==> src/rtl/muldiv_pkg.sv <==
// Shared definitions for the iterative multiply/divide unit and the ALU
// control decoder that issues MULT/MULTU/DIV/DIVU requests to it.
package muldiv_pkg;

  localparam int MD_DATA_W = 32;
  localparam int MD_CNT_W  = 6;

  typedef enum logic [1:0] {
    IDLE = 2'b00,
    RUN  = 2'b01,
    FIX  = 2'b10
  } state_t;

  // Op-select encoding is {div_sel, Unsigned}
  localparam logic [1:0] MULT  = 2'b00;
  localparam logic [1:0] MULTU = 2'b01;
  localparam logic [1:0] DIV   = 2'b10;
  localparam logic [1:0] DIVU  = 2'b11;

endpackage

==> src/rtl/muldiv_sign_fix.sv <==
// Combinational two's-complement negation: either two independent W-bit
// values (operand magnitudes, quotient/remainder) or one 2W-bit product.
module muldiv_sign_fix
  import muldiv_pkg::*;
#(
  parameter int W = MD_DATA_W
) (
  input  logic         i_wide,
  input  logic [W-1:0] i_hi,
  input  logic [W-1:0] i_lo,
  input  logic         i_neg_hi,
  input  logic         i_neg_lo,
  output logic [W-1:0] o_hi,
  output logic [W-1:0] o_lo
);

  logic [2*W-1:0] w_full;
  logic [2*W-1:0] w_full_neg;
  logic [W-1:0]   w_hi_neg;
  logic [W-1:0]   w_lo_neg;

  assign w_full     = {i_hi, i_lo};
  assign w_full_neg = ~w_full + {{(2*W-1){1'b0}}, 1'b1};
  assign w_hi_neg   = ~i_hi + {{(W-1){1'b0}}, 1'b1};
  assign w_lo_neg   = ~i_lo + {{(W-1){1'b0}}, 1'b1};

  // In wide mode i_neg_hi negates the whole 2W-bit value as one number
  always_comb begin
    o_hi = i_hi;
    o_lo = i_lo;
    if (i_wide) begin
      if (i_neg_hi) begin
        o_hi = w_full_neg[2*W-1:W];
        o_lo = w_full_neg[W-1:0];
      end else begin
        o_hi = i_hi;
        o_lo = i_lo;
      end
    end else begin
      o_hi = i_neg_hi ? w_hi_neg : i_hi;
      o_lo = i_neg_lo ? w_lo_neg : i_lo;
    end
  end

endmodule

==> src/rtl/muldiv_unit.sv <==
// Iterative shift-add multiplier / restoring divider owning the HI/LO pair,
// with MTHI/MTLO writes and a busy output that stalls the pipeline.
module muldiv_unit
  import muldiv_pkg::*;
#(
  parameter int DATA_W = MD_DATA_W,
  parameter int CNT_W  = MD_CNT_W
) (
  input  logic              clk,
  input  logic              rst_n,
  input  logic              start,
  input  logic              div_sel,
  input  logic              Unsigned,
  input  logic [DATA_W-1:0] A,
  input  logic [DATA_W-1:0] B,
  input  logic              mthi,
  input  logic              mtlo,
  output logic [DATA_W-1:0] HI,
  output logic [DATA_W-1:0] LO,
  output logic              busy,
  output logic              done,
  output logic              div_zero
);

  localparam logic [CNT_W-1:0] CNT_LAST = CNT_W'(DATA_W - 1);
  localparam logic [CNT_W-1:0] CNT_ONE  = {{(CNT_W-1){1'b0}}, 1'b1};

  state_t            r_state;
  state_t            w_state_nxt;
  logic [CNT_W-1:0]  r_cnt;
  logic [DATA_W-1:0] r_acc_hi;
  logic [DATA_W-1:0] r_acc_lo;
  logic [DATA_W-1:0] r_opb;
  logic [DATA_W-1:0] r_a_orig;
  logic [DATA_W-1:0] r_hi;
  logic [DATA_W-1:0] r_lo;
  logic              r_div;
  logic              r_neg_res;
  logic              r_neg_rem;
  logic              r_dz;
  logic              r_busy;
  logic              r_done;
  logic              r_div_zero;

  logic              w_neg_a;
  logic              w_neg_b;
  logic              w_res_neg_hi;
  logic [DATA_W-1:0] w_mag_a;
  logic [DATA_W-1:0] w_mag_b;
  logic [DATA_W-1:0] w_res_hi;
  logic [DATA_W-1:0] w_res_lo;
  logic [DATA_W-1:0] w_fin_hi;
  logic [DATA_W-1:0] w_fin_lo;
  logic [DATA_W-1:0] w_acc_hi_nxt;
  logic [DATA_W-1:0] w_acc_lo_nxt;
  logic [DATA_W:0]   w_sum;
  logic [DATA_W:0]   w_shift;
  logic [DATA_W:0]   w_diff;
  logic              w_ge;

  assign w_neg_a = ~Unsigned & A[DATA_W-1];
  assign w_neg_b = ~Unsigned & B[DATA_W-1];

  muldiv_sign_fix #(.W(DATA_W)) u_opfix (
    .i_wide   (1'b0),
    .i_hi     (A),
    .i_lo     (B),
    .i_neg_hi (w_neg_a),
    .i_neg_lo (w_neg_b),
    .o_hi     (w_mag_a),
    .o_lo     (w_mag_b)
  );

  // Remainder follows the dividend sign; product/quotient follow the sign XOR
  assign w_res_neg_hi = r_div ? r_neg_rem : r_neg_res;

  muldiv_sign_fix #(.W(DATA_W)) u_resfix (
    .i_wide   (~r_div),
    .i_hi     (r_acc_hi),
    .i_lo     (r_acc_lo),
    .i_neg_hi (w_res_neg_hi),
    .i_neg_lo (r_neg_res),
    .o_hi     (w_res_hi),
    .o_lo     (w_res_lo)
  );

  assign w_sum   = {1'b0, r_acc_hi} + (r_acc_lo[0] ? {1'b0, r_opb} : {(DATA_W+1){1'b0}});
  assign w_shift = {r_acc_hi, r_acc_lo[DATA_W-1]};
  assign w_diff  = w_shift - {1'b0, r_opb};
  // A shifted remainder with its top bit set always exceeds the divisor
  assign w_ge    = w_shift[DATA_W] | ~w_diff[DATA_W];

  assign w_fin_hi = r_dz ? r_a_orig : w_res_hi;
  assign w_fin_lo = r_dz ? {DATA_W{1'b1}} : w_res_lo;

  // One shift-add (multiply) or restoring shift-subtract (divide) step
  always_comb begin
    w_acc_hi_nxt = r_acc_hi;
    w_acc_lo_nxt = r_acc_lo;
    if (r_div) begin
      if (w_ge) begin
        w_acc_hi_nxt = w_diff[DATA_W-1:0];
        w_acc_lo_nxt = {r_acc_lo[DATA_W-2:0], 1'b1};
      end else begin
        w_acc_hi_nxt = w_shift[DATA_W-1:0];
        w_acc_lo_nxt = {r_acc_lo[DATA_W-2:0], 1'b0};
      end
    end else begin
      w_acc_hi_nxt = w_sum[DATA_W:1];
      w_acc_lo_nxt = {w_sum[0], r_acc_lo[DATA_W-1:1]};
    end
  end

  // Next-state logic
  always_comb begin
    w_state_nxt = r_state;
    case (r_state)
      IDLE: begin
        if (start) begin
          w_state_nxt = RUN;
        end else begin
          w_state_nxt = IDLE;
        end
      end
      RUN: begin
        if (r_cnt == CNT_LAST) begin
          w_state_nxt = FIX;
        end else begin
          w_state_nxt = RUN;
        end
      end
      FIX:     w_state_nxt = IDLE;
      default: w_state_nxt = IDLE;
    endcase
  end

  // State register
  always_ff @(posedge clk or negedge rst_n) begin
    if (!rst_n) begin
      r_state <= IDLE;
    end else begin
      r_state <= w_state_nxt;
    end
  end

  // Operand latch, iteration datapath, HI/LO and status registers
  always_ff @(posedge clk or negedge rst_n) begin
    if (!rst_n) begin
      r_cnt      <= {CNT_W{1'b0}};
      r_acc_hi   <= {DATA_W{1'b0}};
      r_acc_lo   <= {DATA_W{1'b0}};
      r_opb      <= {DATA_W{1'b0}};
      r_a_orig   <= {DATA_W{1'b0}};
      r_hi       <= {DATA_W{1'b0}};
      r_lo       <= {DATA_W{1'b0}};
      r_div      <= 1'b0;
      r_neg_res  <= 1'b0;
      r_neg_rem  <= 1'b0;
      r_dz       <= 1'b0;
      r_busy     <= 1'b0;
      r_done     <= 1'b0;
      r_div_zero <= 1'b0;
    end else begin
      r_done     <= 1'b0;
      r_div_zero <= 1'b0;
      r_busy     <= (w_state_nxt != IDLE);
      case (r_state)
        IDLE: begin
          if (mthi) begin
            r_hi <= A;
          end
          if (mtlo) begin
            r_lo <= A;
          end
          if (start) begin
            r_opb     <= div_sel ? w_mag_b : w_mag_a;
            r_acc_lo  <= div_sel ? w_mag_a : w_mag_b;
            r_acc_hi  <= {DATA_W{1'b0}};
            r_cnt     <= {CNT_W{1'b0}};
            r_div     <= div_sel;
            r_neg_res <= w_neg_a ^ w_neg_b;
            r_neg_rem <= w_neg_a;
            r_a_orig  <= A;
            r_dz      <= div_sel & (B == {DATA_W{1'b0}});
          end
        end
        RUN: begin
          r_acc_hi <= w_acc_hi_nxt;
          r_acc_lo <= w_acc_lo_nxt;
          r_cnt    <= r_cnt + CNT_ONE;
        end
        FIX: begin
          r_hi       <= w_fin_hi;
          r_lo       <= w_fin_lo;
          r_done     <= 1'b1;
          r_div_zero <= r_dz;
          r_cnt      <= {CNT_W{1'b0}};
        end
        default: begin
          r_cnt <= {CNT_W{1'b0}};
        end
      endcase
    end
  end

  assign HI       = r_hi;
  assign LO       = r_lo;
  assign busy     = r_busy;
  assign done     = r_done;
  assign div_zero = r_div_zero;

endmodule

==> config.mk <==
export PLATFORM = sky130hd
export DESIGN_NAME = muldiv_unit
export DESIGN_NICKNAME = d
export VERILOG_FILES = /design/src/rtl/muldiv_pkg.sv /design/src/rtl/muldiv_sign_fix.sv /design/src/rtl/muldiv_unit.sv
export SDC_FILE = /design/constraint.sdc
export NUM_CORES = 1
export LEC_CHECK = 0
export ABC_CLOCK_PERIOD_IN_PS = 4550
export BUFFER_PORTS_ARGS = -buffer_cell sky130_fd_sc_hd__clkbuf_2
export CAP_MARGIN = 20
export CORE_AREA = 2 2 153 267
export DETAILED_ROUTE_END_ITERATION = 8
export DIE_AREA = 0 0 155 269
export PLACE_DENSITY = 0.73
export SYNTH_ARGS = -nofsm -noshare
export SYNTH_HDL_FRONTEND = slang
export SYNTH_HIERARCHICAL = 1
export SYNTH_SLANG_ARGS = --single-unit
==> constraint.sdc <==
create_clock -name clk -period 4.55 [get_ports clk]
set_clock_uncertainty 0.1 [all_clocks]
set_input_delay 0.455 -clock clk [delete_from_list [all_inputs] [get_ports clk]]
set_output_delay 0.455 -clock clk [all_outputs]
set_load 0.1 [all_outputs]
==> impl_metrics.tcl <==
set metrics [dict create \
    synth_seq_cells 207 \
    worstSetupStartpointType "flip-flop" \
    cts-resized-gates 0 \
    syn2layout_area_growth_pct 9.15 \
    grt_pass1_wl_um 95400 \
    synthFlopType "dfrtp_1" \
    regArea_mm2 0.00518 \
    io_pins 138 \
    async_flop_share_pct 100 \
    cts_tree "done" \
    netlist_area_mm2 0.0176 \
    hold_viol_final 0 \
    netSwitchingPower_mw 7.18 \
    cp.required_ns 4.88 \
    syn_avg_cell_area_um2 8.14 \
    wirelength_um 62900 \
    routed_via_density 6.28 \
    yosysSeqAreaShare_pct 29.5 \
    cts.path.max_buffers 3 \
    setup_viol 0 \
    hold_class "in -> reg" \
    yosys_warnings 6 \
    finalPower_mw 13.6 \
    switching_share_pct 52.9 \
    coreArea_mm2 0.0397 \
    power.share.combinational_pct 62.8 \
    ir_drop_mv 0.485 \
    die_y_um 269 \
    critical-path-top-delay-family "simple AND/OR/NAND/NOR gates" \
    nets 2359 \
    rr_worst_depth 9 \
    clk_pin_slew_ns 0.07 \
    crit_buf_inv 0 \
    dr_total_vias 17108 \
    first_global_vias 16841 \
    clock_latency_ns 0.53 \
    grt_max_degree 106 \
    multi_input_area_mm2 0.0115 \
    antenna_found_initial 2 \
    relSlewSlack_pct 13.1 \
    tns_ns 0 \
    whs_path_depth 2 \
    initial_utilization_pct 44.3 \
    slew_violations 0 \
    leakagePower_nw 8.42 \
    synth.distinct_cells 94 \
    synth_edf_count 0 \
    die_w_um 155 \
    worst_pin_slew_ns 1.30 \
    antenna_cells 0 \
    maxCapViolCount 0 \
    endpoint_kind "flip-flop" \
    cts_root_buf "clkbuf_16" \
    cts_buffers 20 \
    layout_min_cycle_time_ns 3.77 \
    grtUsageTotal_pct 29.5 \
    pwr-share-seq_pct 25.0 \
    status "finished clean" \
    syn_inst 2158 \
    rsz0062_at_grt "no" \
    drt_iter0_drc 1494 \
    critical-path-max-stage-delay_ns 0.83 \
    synthTopCellsByArea "dfrtp_1 (29%), mux2i_1 (7.9%), nand2_1 (7.7%)" \
    dp_hpwl_um 47700 \
    cp_max_fo 11 \
    powerDensity_mw_per_mm2 708 \
    p_int_mw 6.40 \
    p_clk_share_pct 12.2 \
    reg2reg_setup_slack_ns 0.78 \
    dr.pass1.iters 5 \
    cp_slowest_cell "or4_1" \
    cts_sinks 207 \
    htree_levels 1 \
    drive_gt1_share_pct 12.1 \
    rows 97 \
    grt.overflow.total 0 \
    max_freq_ghz 0.265 \
    path_depth 9 \
    synth_top_cell_area_share_pct 29.5 \
    setup.worst_path.class "reg -> reg" \
    min_period_over_period_pct 82.9 \
    crit_arrival_ns 4.11 \
    path_cells "or4_1 -> or4_1 -> o31a_1 -> o41ai_1 -> xnor2_1 -> mux2i_1 -> nand2_1 -> o21ai_0 -> o21ai_0" \
    drc 0 \
    final_util_pct 48.3 \
    dieArea_mm2 0.0417 \
    drtAntennaViolNets 0 \
    synth_top_area_cell "dfrtp_1" \
    gp_congestion 0.990 \
    port-buffer-count 137 \
    wl_per_cell_um 23.1 \
    fillerInstances 3824 \
]
## stage by stage
step | hold slack, ns | instance area (µm²) | setup slack, ns | instances
after floorplan | 0.0594 | 17600 | 1.29 | 2162
after global placement | 0.357 | 18500 | 0.813 | 2689
after detailed placement | 0.363 | 18500 | 0.810 | 2689
after CTS | 0.0741 | 19200 | 0.829 | 2725
after global routing | 0.0743 | 19200 | 0.582 | 2725
final | 0.0808 | 19200 | 0.777 | 2725
## flip-flops by register name (all words and copies together), names as in the netlist
signal and cells:
busy 1, div_zero 1, r_acc_lo 32, r_dz 1, r_acc_hi 32, HI 32, r_state 2, done 1
r_a_orig 32, r_cnt 6, r_neg_res 1, r_opb 32, LO 32, r_div 1, r_neg_rem 1
## kinds of logic after synthesis
group,synth area share [%]
AO/OA/AOI/OAI,24.3
buffers and inverters,5.41
XOR/XNOR,8.63
other,0.0214
AND/OR/NAND/NOR,18.9
multiplexers,8.12
adder cells (fa/ha/maj),5.14
flip-flops,29.5
## cell type report
cell class,count,share of cell area (%)
multi-input cells,1748,60.0
flip-flops and latches,207,27.0
repair buffers,175,5.27
well taps,495,3.23
clock buffers,28,3.03
inverters,65,1.27
clock inverters,7,0.196
## worst reg2reg max path: cells and delay by family (launching register included)
kind | cells | cell delay, ns
AO/OA/AOI/OAI | 4 | 1.31
XOR/XNOR | 1 | 0.17
AND/OR/NAND/NOR | 3 | 1.59
multiplexers | 1 | 0.09
flip-flops | 1 | 0.44
## power by group through the flow
stage | registers, mW | clock network (mW) | logic, mW
3_3_place_gp | 3.38 | 0 | 8.28
4_1_cts | 3.37 | 1.67 | 8.42
3_5_place_dp | 3.40 | 0 | 8.37
2_1_floorplan | 4.07 | 0 | 5.57
5_1_grt | 3.47 | 1.73 | 9.21
6_report | 3.40 | 1.65 | 8.53
## Yosys cell counts, drive strengths merged (38+ instances only)
cell type,count
a21o,40
a21oi,118
and2,38
clkbuf,112
dfrtp,207
ha,69
inv,65
mux2i,138
nand2,362
nor2,94
o211ai,43
o21ai,248
xnor2,118
xor2,55
## worst paths after layout
check                                            to                     from
min in group asynchronous         LO[9]$_DFFE_PN0P_                    rst_n
min reg2reg                 r_a_orig[2]$_DFFE_PN0P_  r_a_orig[2]$_DFFE_PN0P_
min                           r_neg_res$_DFFE_PN0P_                 Unsigned
max reg2reg                      HI[19]$_DFFE_PN0P_  r_acc_lo[6]$_DFFE_PN0P_
max in group asynchronous  r_acc_lo[17]$_DFFE_PN0P_                    rst_n
max                              HI[19]$_DFFE_PN0P_  r_acc_lo[6]$_DFFE_PN0P_
## timing repair
| action | in CTS | in global routing |
|---|---|---|
| buffers inserted | 0 | 0 |
| endpoints found under the hold margin | 102 | 0 |
| hold buffers | 1 | 0 |
## cells in the final DEF (no fill, tap or decap), types with 8 or more instances in the layout
cell | synthesis | layout
a211oi_1 | 10 | 10
a21o_1 | 37 | 37
a21oi_1 | 115 | 115
a31oi_1 | 23 | 23
and2_1 | 36 | 35
and3_1 | 12 | 12
buf_4 | 5 | 36
clkbuf_16 | 0 | 21
clkbuf_2 | 1 | 135
dfrtp_1 | 207 | 205
ha_1 | 69 | 69
inv_1 | 65 | 65
mux2i_1 | 138 | 138
nand2_1 | 359 | 358
nand2b_1 | 12 | 11
nand3_1 | 30 | 30
nand4_1 | 21 | 21
nor2_1 | 94 | 94
nor2b_1 | 11 | 8
nor3_1 | 26 | 26
nor4_1 | 23 | 23
o211ai_1 | 41 | 41
o21a_1 | 14 | 14
o21ai_0 | 238 | 237
o21ai_1 | 10 | 11
o22ai_1 | 35 | 35
o31ai_1 | 25 | 25
o41ai_1 | 13 | 13
o41ai_2 | 9 | 9
or3_1 | 21 | 21
or4_1 | 19 | 19
xnor2_1 | 118 | 118
xor2_1 | 55 | 55
## routing by layer
metal / up-vias / routed length (µm) / track usage (%)
met1: 8226 / 22100 / 30.8
li1: 7884 / - / -
met5: - / 27 / 0
met2: 736 / 31900 / 53.9
met4: 4 / 5520 / 22.4
met3: 258 / 3340 / 3.21
Note: power is estimated with default switching activity, not from simulation.
